===== config.mk =====
export PLATFORM = sky130hd
export DESIGN_NAME = alu_cmd_sequencer
export DESIGN_NICKNAME = d
export VERILOG_FILES = /design/src/rtl/alu_cmd_sequencer.sv
export SDC_FILE = /design/constraint.sdc
export NUM_CORES = 1
export LEC_CHECK = 0
export CAP_MARGIN = 10
export CORE_MARGIN = 1
export CORE_UTILIZATION = 40
export CTS_BUF_LIST = sky130_fd_sc_hd__clkbuf_8
export CTS_CLUSTER_SIZE = 14
export DETAILED_ROUTE_END_ITERATION = 6
export PLACE_DENSITY = 0.75
export SLEW_MARGIN = 20
export SYNTH_ARGS = -nofsm -noshare
export SYNTH_HDL_FRONTEND = slang
export SYNTH_SLANG_ARGS = --single-unit
export TNS_END_PERCENT = 20

===== constraint.sdc =====
create_clock -name clk_i -period 3 [get_ports clk_i]
set_input_delay 0.6 -clock clk_i [delete_from_list [all_inputs] [get_ports clk_i]]
set_output_delay 0.6 -clock clk_i [all_outputs]
set_load 0.01 [all_outputs]

===== src/rtl/alu_cmd_sequencer.sv =====
// Command-to-ALU sequencer: registers operands for a combinational ALU, captures the result a
// cycle later and returns it on a valid/ready response stream. Define ALU_SEQ_CHECK_EN for checker.
module alu_cmd_sequencer #(
  parameter int unsigned DATA_W   = 8,
  parameter int unsigned OP_CNT_W = 16
) (
  input  logic                clk_i,
  input  logic                rst_i,
  input  logic                cmd_valid_i,
  output logic                cmd_ready_o,
  input  logic [DATA_W-1:0]   cmd_a_i,
  input  logic [DATA_W-1:0]   cmd_b_i,
  input  logic [1:0]          cmd_op_i,
  output logic [DATA_W-1:0]   alu_a_o,
  output logic [DATA_W-1:0]   alu_b_o,
  output logic [1:0]          alu_opcode_o,
  input  logic [DATA_W-1:0]   alu_result_i,
  input  logic                alu_zero_i,
  output logic                rsp_valid_o,
  input  logic                rsp_ready_i,
  output logic [DATA_W-1:0]   rsp_result_o,
  output logic                rsp_zero_o,
  output logic [OP_CNT_W-1:0] op_count_o,
  output logic                chk_err_o
);

  typedef enum logic [1:0] {StIdle, StIssue, StResp} state_e;

  state_e                state_q, state_d;
  logic [DATA_W-1:0]     alu_a_q, alu_a_d;
  logic [DATA_W-1:0]     alu_b_q, alu_b_d;
  logic [1:0]            alu_op_q, alu_op_d;
  logic                  rsp_valid_q, rsp_valid_d;
  logic [DATA_W-1:0]     rsp_result_q, rsp_result_d;
  logic                  rsp_zero_q, rsp_zero_d;
  logic [OP_CNT_W-1:0]   op_count_q, op_count_d;
  logic                  accept;

  // A command may be taken in the same cycle the pending response is consumed.
  assign cmd_ready_o = (state_q == StIdle) || ((state_q == StResp) && rsp_ready_i);
  assign accept      = cmd_valid_i && cmd_ready_o;

  always_comb begin
    state_d      = state_q;
    alu_a_d      = alu_a_q;
    alu_b_d      = alu_b_q;
    alu_op_d     = alu_op_q;
    rsp_valid_d  = rsp_valid_q;
    rsp_result_d = rsp_result_q;
    rsp_zero_d   = rsp_zero_q;
    op_count_d   = op_count_q;
    if (accept) begin
      alu_a_d  = cmd_a_i;
      alu_b_d  = cmd_b_i;
      alu_op_d = cmd_op_i;
    end
    unique case (state_q)
      StIdle: begin
        if (accept) state_d = StIssue;
      end
      StIssue: begin
        rsp_result_d = alu_result_i;
        rsp_zero_d   = alu_zero_i;
        rsp_valid_d  = 1'b1;
        state_d      = StResp;
      end
      StResp: begin
        if (rsp_ready_i) begin
          op_count_d  = op_count_q + 1'b1;
          rsp_valid_d = 1'b0;
          state_d     = accept ? StIssue : StIdle;
        end
      end
      default: state_d = StIdle;
    endcase
  end

  always_ff @(posedge clk_i or posedge rst_i) begin
    if (rst_i) begin
      state_q      <= StIdle;
      alu_a_q      <= '0;
      alu_b_q      <= '0;
      alu_op_q     <= 2'b00;
      rsp_valid_q  <= 1'b0;
      rsp_result_q <= '0;
      rsp_zero_q   <= 1'b0;
      op_count_q   <= '0;
    end else begin
      state_q      <= state_d;
      alu_a_q      <= alu_a_d;
      alu_b_q      <= alu_b_d;
      alu_op_q     <= alu_op_d;
      rsp_valid_q  <= rsp_valid_d;
      rsp_result_q <= rsp_result_d;
      rsp_zero_q   <= rsp_zero_d;
      op_count_q   <= op_count_d;
    end
  end

  assign alu_a_o      = alu_a_q;
  assign alu_b_o      = alu_b_q;
  assign alu_opcode_o = alu_op_q;
  assign rsp_valid_o  = rsp_valid_q;
  assign rsp_result_o = rsp_result_q;
  assign rsp_zero_o   = rsp_zero_q;
  assign op_count_o   = op_count_q;

`ifdef ALU_SEQ_CHECK_EN
  logic [DATA_W-1:0] exp_result;
  logic              exp_zero;
  logic              chk_err_q, chk_err_d;

  always_comb begin
    case (alu_op_q)
      2'b00:   exp_result = alu_a_q + alu_b_q;
      2'b01:   exp_result = alu_a_q - alu_b_q;
      2'b10:   exp_result = alu_a_q & alu_b_q;
      default: exp_result = alu_a_q | alu_b_q;
    endcase
    exp_zero  = (exp_result == '0);
    chk_err_d = chk_err_q;
    // Only ISSUE samples the ALU, so only there is a mismatch meaningful.
    if ((state_q == StIssue) && ((exp_result != alu_result_i) || (exp_zero != alu_zero_i))) begin
      chk_err_d = 1'b1;
    end
  end

  always_ff @(posedge clk_i or posedge rst_i) begin
    if (rst_i) chk_err_q <= 1'b0;
    else       chk_err_q <= chk_err_d;
  end

  assign chk_err_o = chk_err_q;
`else
  assign chk_err_o = 1'b0;
`endif

endmodule

Word level (Yosys, flattened, before mapping)
Cells that the tools add are included.
{"block": "totals", "in_bits": 31, "reg_bits": 46, "output_inout_bits": 46}
{"block": "classes", "reduce_logical": 8, "muxes": 6, "n_addsub": 1, "eq_ne": 4}
{"operator": "adder 16 x 1 -> 16 bit (second input constant)", "n": 1}
{"operator": "case mux 2 bit (3 select lines)", "n": 1}
{"operator": "AND reduction 2 bit", "n": 3}
{"operator": "2-to-1 mux 2 bit", "n": 2}
{"operator": "inequality test 2 bit (second input constant)", "n": 2}
{"operator": "equality test 2 x 1 -> 1 bit (second input constant)", "n": 1}
{"operator": "equality test 2 bit (second input constant)", "n": 1}
{"operator": "logical AND 1 bit", "n": 2}
{"operator": "logical NOT 2 bit", "n": 1}
{"operator": "2-to-1 mux 1 bit", "n": 2}
{"operator": "case mux 1 bit (2 select lines)", "n": 1}
{"operator": "nonzero test 2 bit", "n": 1}
{"operator": "logical OR 1 bit", "n": 1}

Logic depth before layout (Yosys ltp)
{"block": "logic_depth", "ltp_word": 7, "depth_mapped": 6}

Least setup slack after synthesis
No wires, ideal clock.
{"block": "synth_path", "path_type": "input port to flip-flop", "startpoint": "input rsp_ready_i", "endpoint": "register alu_a_q[2] (netlist: alu_a_o[2])", "path_buffers": 2, "cell_stages": 6, "arrival_time_ns": 1.560, "path_slack_ns": 1.315, "required_ns": 2.875, "setup_ns": 0.125, "cell_sequence": "inv_1 a21oi_2 and2_4 buf_6 buf_12 mux2_2"}
{"block": "synth_via", "elab_chain_cells": 3}
{"element": "start, declared", "line_no": "20", "rtl": "input logic rsp_ready_i,"}
{"element": "logical AND 1 bit", "line_no": "40", "rtl": "assign cmd_ready_o = (state_q == StIdle) || ((state_q == StResp) && rsp_ready_i);"}
{"element": "logical OR 1 bit", "line_no": "40"}
{"element": "net cmd_ready_o", "line_no": "10", "rtl": "output logic cmd_ready_o,"}
{"element": "logical AND 1 bit", "line_no": "41", "rtl": "assign accept = cmd_valid_i && cmd_ready_o;"}
{"element": "end signal, assigned", "line_no": "90", "rtl": "alu_a_q <= alu_a_d;"}
{"element": "end, declared", "line_no": "30", "rtl": "logic [DATA_W-1:0] alu_a_q, alu_a_d;"}
The timed path passes the listed nets, and every way through them passes these cells.
A chain may end at the register's enable or synchronous reset.

Worst setup path after layout
{"block": "layout_path", "startpoint": "input rsp_ready_i", "endpoint": "output cmd_ready_o"}
{"block": "layout_via", "elab_chain_cells": 2}
{"element": "logical AND 1 bit", "line_no": "40"}
{"element": "logical OR 1 bit", "line_no": "40"}
{"element": "end, declared", "line_no": "10"}
No other way between the ends.

==> metrics.md <==
| Metric | Value |
|---|---|
| Share of cells above drive strength 1 | between 10% and 20% |
| Initial antenna violation count | 0 |
| Switching part of the total | 28.0% |
| Clk buf depth | 2 |
| Worst r2r path cells | 4 |
| Via count | approximately 1300 |
| Post-cts resize count | 0 |
| Final GP Congestion | between 0.7 and 0.8 |
| Final wirelength | 3790 um |
| CP required | 2400 ps |
| WHS Path Cells | 1 |
| Cts bufs inserted | 5 |
| Worst hold path class | register to register |
| Dpl cell area | 0.00263 mm2 |
| Fin nets | between 200 and 250 |
| Static Leak | 1.14 nW |
| Largest net degree at the start of global routing | 47 |
| Depth of the CTS H-tree | 2 |
| Final Setup Violations | 0 |
| Critical Path, Cell by Cell | clkdlybuf4s50_1, inv_1, a21oi_2, clkdlybuf4s50_1 |
| Post-synthesis cell type count | 27 |
| Max cap viols | 0 |
| Port bufs | 75 |
| Post-route ant nets | 0 |
| R2r endpoint | op_count_o[15] |
| Slowest-stage cell, CP | clkdlybuf4s50_1 |
| Inserted Diodes | 0 |
| Post-Syn Area | between 0.0015 and 0.002 mm2 |
| Core Footprint | between 0.004 and 0.005 mm2 |
| Post-CTS Setup Inserts | 0 |
| CP Capture Type | output pin |
| Reg power frac | between 40% and 50% |
| Top Family by Delay on Critical Path | buffers and inverters |
| Root Driver | clkbuf_8 |
| Crit Path Class | input port to output pin |
| Yosys top cell by area | dfrtp_1 |
| P_sw | between 0.5 and 0.6 mW |
| Ys flop type | dfrtp_1 |
| Final clock skew | around 6.6 ps |
| Boundary pin count | slightly below 80 |
| Routed wire per std cell | 14.6 um |
| Die Y | about 70 um |
| Syn Nets | around 160 |
| Area share of the largest cell type after synthesis | roughly 62% |
| Row cnt | 24 |
| Vias in the first global route | approximately 1300 |
| Outcome | finished, final reports clean |
| Drt pass-1 iters | 5 |
| Max Fanout on Critical Path | 4 |
| Max Slew Vio Count | 0 |
| CP max stage delay | approximately 560 ps |
| Combinational share of power | a little over a third |
| Clock Latency Late Sink | around 290 ps |
| Fmax | roughly 0.40 GHz |
| Final Hold Fails | 0 |
| R2R Setup Slk | 1480 ps |
| Avg Cell Area, Syn | approximately 14 um2 |
| Synthesis-to-finish area growth | 44.7% |
| DRT iter0 DRCs | 68 |
| Initial Util | 42.4% |
| Cts hold-fix bufs | 0 |
| Vias/cell | 4.92 |
| Die ar. | 0.00495 mm2 |
| First-pass GRT wire length | between 6000 and 7000 um |
| Buffers & Inverters on Critical Path | 3 |
| P per Cell Area | ~690 mW/mm2 |
| Period utilisation layout | around 84% |
| Measured slew at the worst slew-check pin | between 900 and 1000 ps |
| Worst Path Arrival | approximately 1900 ps |
| Internal power | approximately 1.3 mW |
| Synth area leaders | dfrtp_1, mux2_2, xnor2_1 |
| GRT overflow | 0 |
| CP Launch Type | input port |
| Post-Syn Instances | about 130 |
| Yosys warnings | 0 |
| RSZ-0062 raised after global routing | false |
| Sequential area share after synthesis | 61.5% |
| Worst r2r src | state_q[0] |
| TritonCTS clock tree | done |
| Final Instance Area | 0.00271 mm2 |
| Worst VDD drop | ~0.42 mV |
| Clock share of power | a little under a fifth |
| Clock-pin slew on the worst setup and hold paths | approximately 80 ps |
| GRT Total Usage | between 10% and 20% |
| # clock sinks | 46 |
| Tmin final | about 2500 ps |
| DP HPWL | about 2800 um |
| DIE WIDTH | 70.4 um |
| Number of synthesized flops with an enable pin | 0 |
| HP Start | op_count_o[15] |
| Hold EP | op_count_o[15] |
| Setup TNS | 0 ps |
| Residual DRC | 0 |
| Asr flop ratio synth | 100% |
| Most frequent cell on the critical path | clkdlybuf4s50_1 |
| Relative slew slack | 38.8% |
| Yosys reg bits | 46 |
-- metrics by stage --
step / worst slack, ps / utilization (%) / hold slack, ps / std cells / total power [mW]
after floorplan: 1310 / - / 498 / 132 / 1.16
after global placement: 492 / 59.6 / 463 / 253 / 1.52
after detailed placement: 494 / 59.6 / 465 / 253 / 1.54
after CTS: 486 / 61.3 / 480 / 260 / 1.89
after global routing: 431 / 61.3 / 488 / 260 / 1.97
final: 490 / 61.3 / 473 / 260 / 1.87
-- final cells by class --
class                   instances  area [um2]
well taps                      52        65.1
multi-input cells              77         652
fillers                       351        1710
flip-flops and latches         46        1150
repair buffers                 75         751
inverters                       3        11.3
clock inverters                 2        7.51
clock buffers                   5        68.8
-- cells by family (layout without fill, tap and decap cells) --
| group | Yosys count | in the layout | share of synthesized area [%] |
|---|---|---|---|
| simple gates | 29 | 29 | 8.50 |
| mux | 28 | 28 | 17.5 |
| other cells | 1 | 1 | 0.200 |
| buf+inv | 9 | 85 | 3.61 |
| xor+xnor | 15 | 15 | 7.02 |
| fa+ha+maj | 1 | 1 | 0.669 |
| compound gates | 3 | 3 | 1.00 |
| flops | 46 | 46 | 61.5 |
-- power by group through the flow --
stage	clock network, mW	registers, mW	logic (mW)
floorplan	0	0.946	0.215
global placement	0	0.879	0.641
detailed placement	0	0.888	0.657
CTS	0.354	0.878	0.661
global route	0.380	0.899	0.689
finish	0.344	0.877	0.650
-- layout by cell type (no fill, tap or decap), drive strengths merged --
cell	instances
a21oi	3
and2	2
and2b	1
and3	2
and4	1
and4b	1
clkbuf	5
clkdlybuf4s50	75
conb	1
dfrtp	46
ha	1
inv	5
mux2	28
nand2	8
nand3	6
nand4	3
nor2	2
nor3	1
nor3b	1
or2	1
xnor2	13
xor2	2
-- worst max path at each step --
stage           startpoint           to  slack [ps]  cells past startpoint
2_1_floorplan        rst_i   alu_a_o[0]        1310                      1
3_3_place_gp   rsp_ready_i  cmd_ready_o         490                      4
3_5_place_dp   rsp_ready_i  cmd_ready_o         490                      4
4_1_cts        rsp_ready_i  cmd_ready_o         490                      4
5_1_grt        rsp_ready_i  cmd_ready_o         430                      4
6_report       rsp_ready_i  cmd_ready_o         490                      4
-- worst register-to-register path, delay by kind of cell (launching register included) --
| family | cells | cell delay [ps] |
|---|---|---|
| xor gates and xnor gates | 1 | 160 |
| and+or+nand+nor | 3 | 810 |
| DFF | 1 | 450 |
-- synth_stat cells (all sizes together) (2+ instances only) --
cell    n
nor2    2
dfrtp  46
xnor2  13
mux2   28
inv     3
nand3   6
and3    2
buf     6
xor2    2
nand4   3
nand2   8
and2    2
a21oi   3
-- flip-flops by register name, indices dropped and copies added, names as in the netlist --
signal / cells
op_count_o: 16
rsp_result_o: 8
alu_a_o: 8
rsp_zero_o: 1
alu_b_o: 8
state_q: 2
rsp_valid_o: 1
alu_opcode_o: 2
-- layer usage --
layer	GRT usage, %	vias to the layer above	part of all wire [%]
met5	0	-	0
met4	6.67	0	1.4
met3	6.20	5	8.6
met2	26.5	59	48
met1	19.4	622	42
li1	-	592	-
No activity file was read; power rests on OpenSTA's default activity.
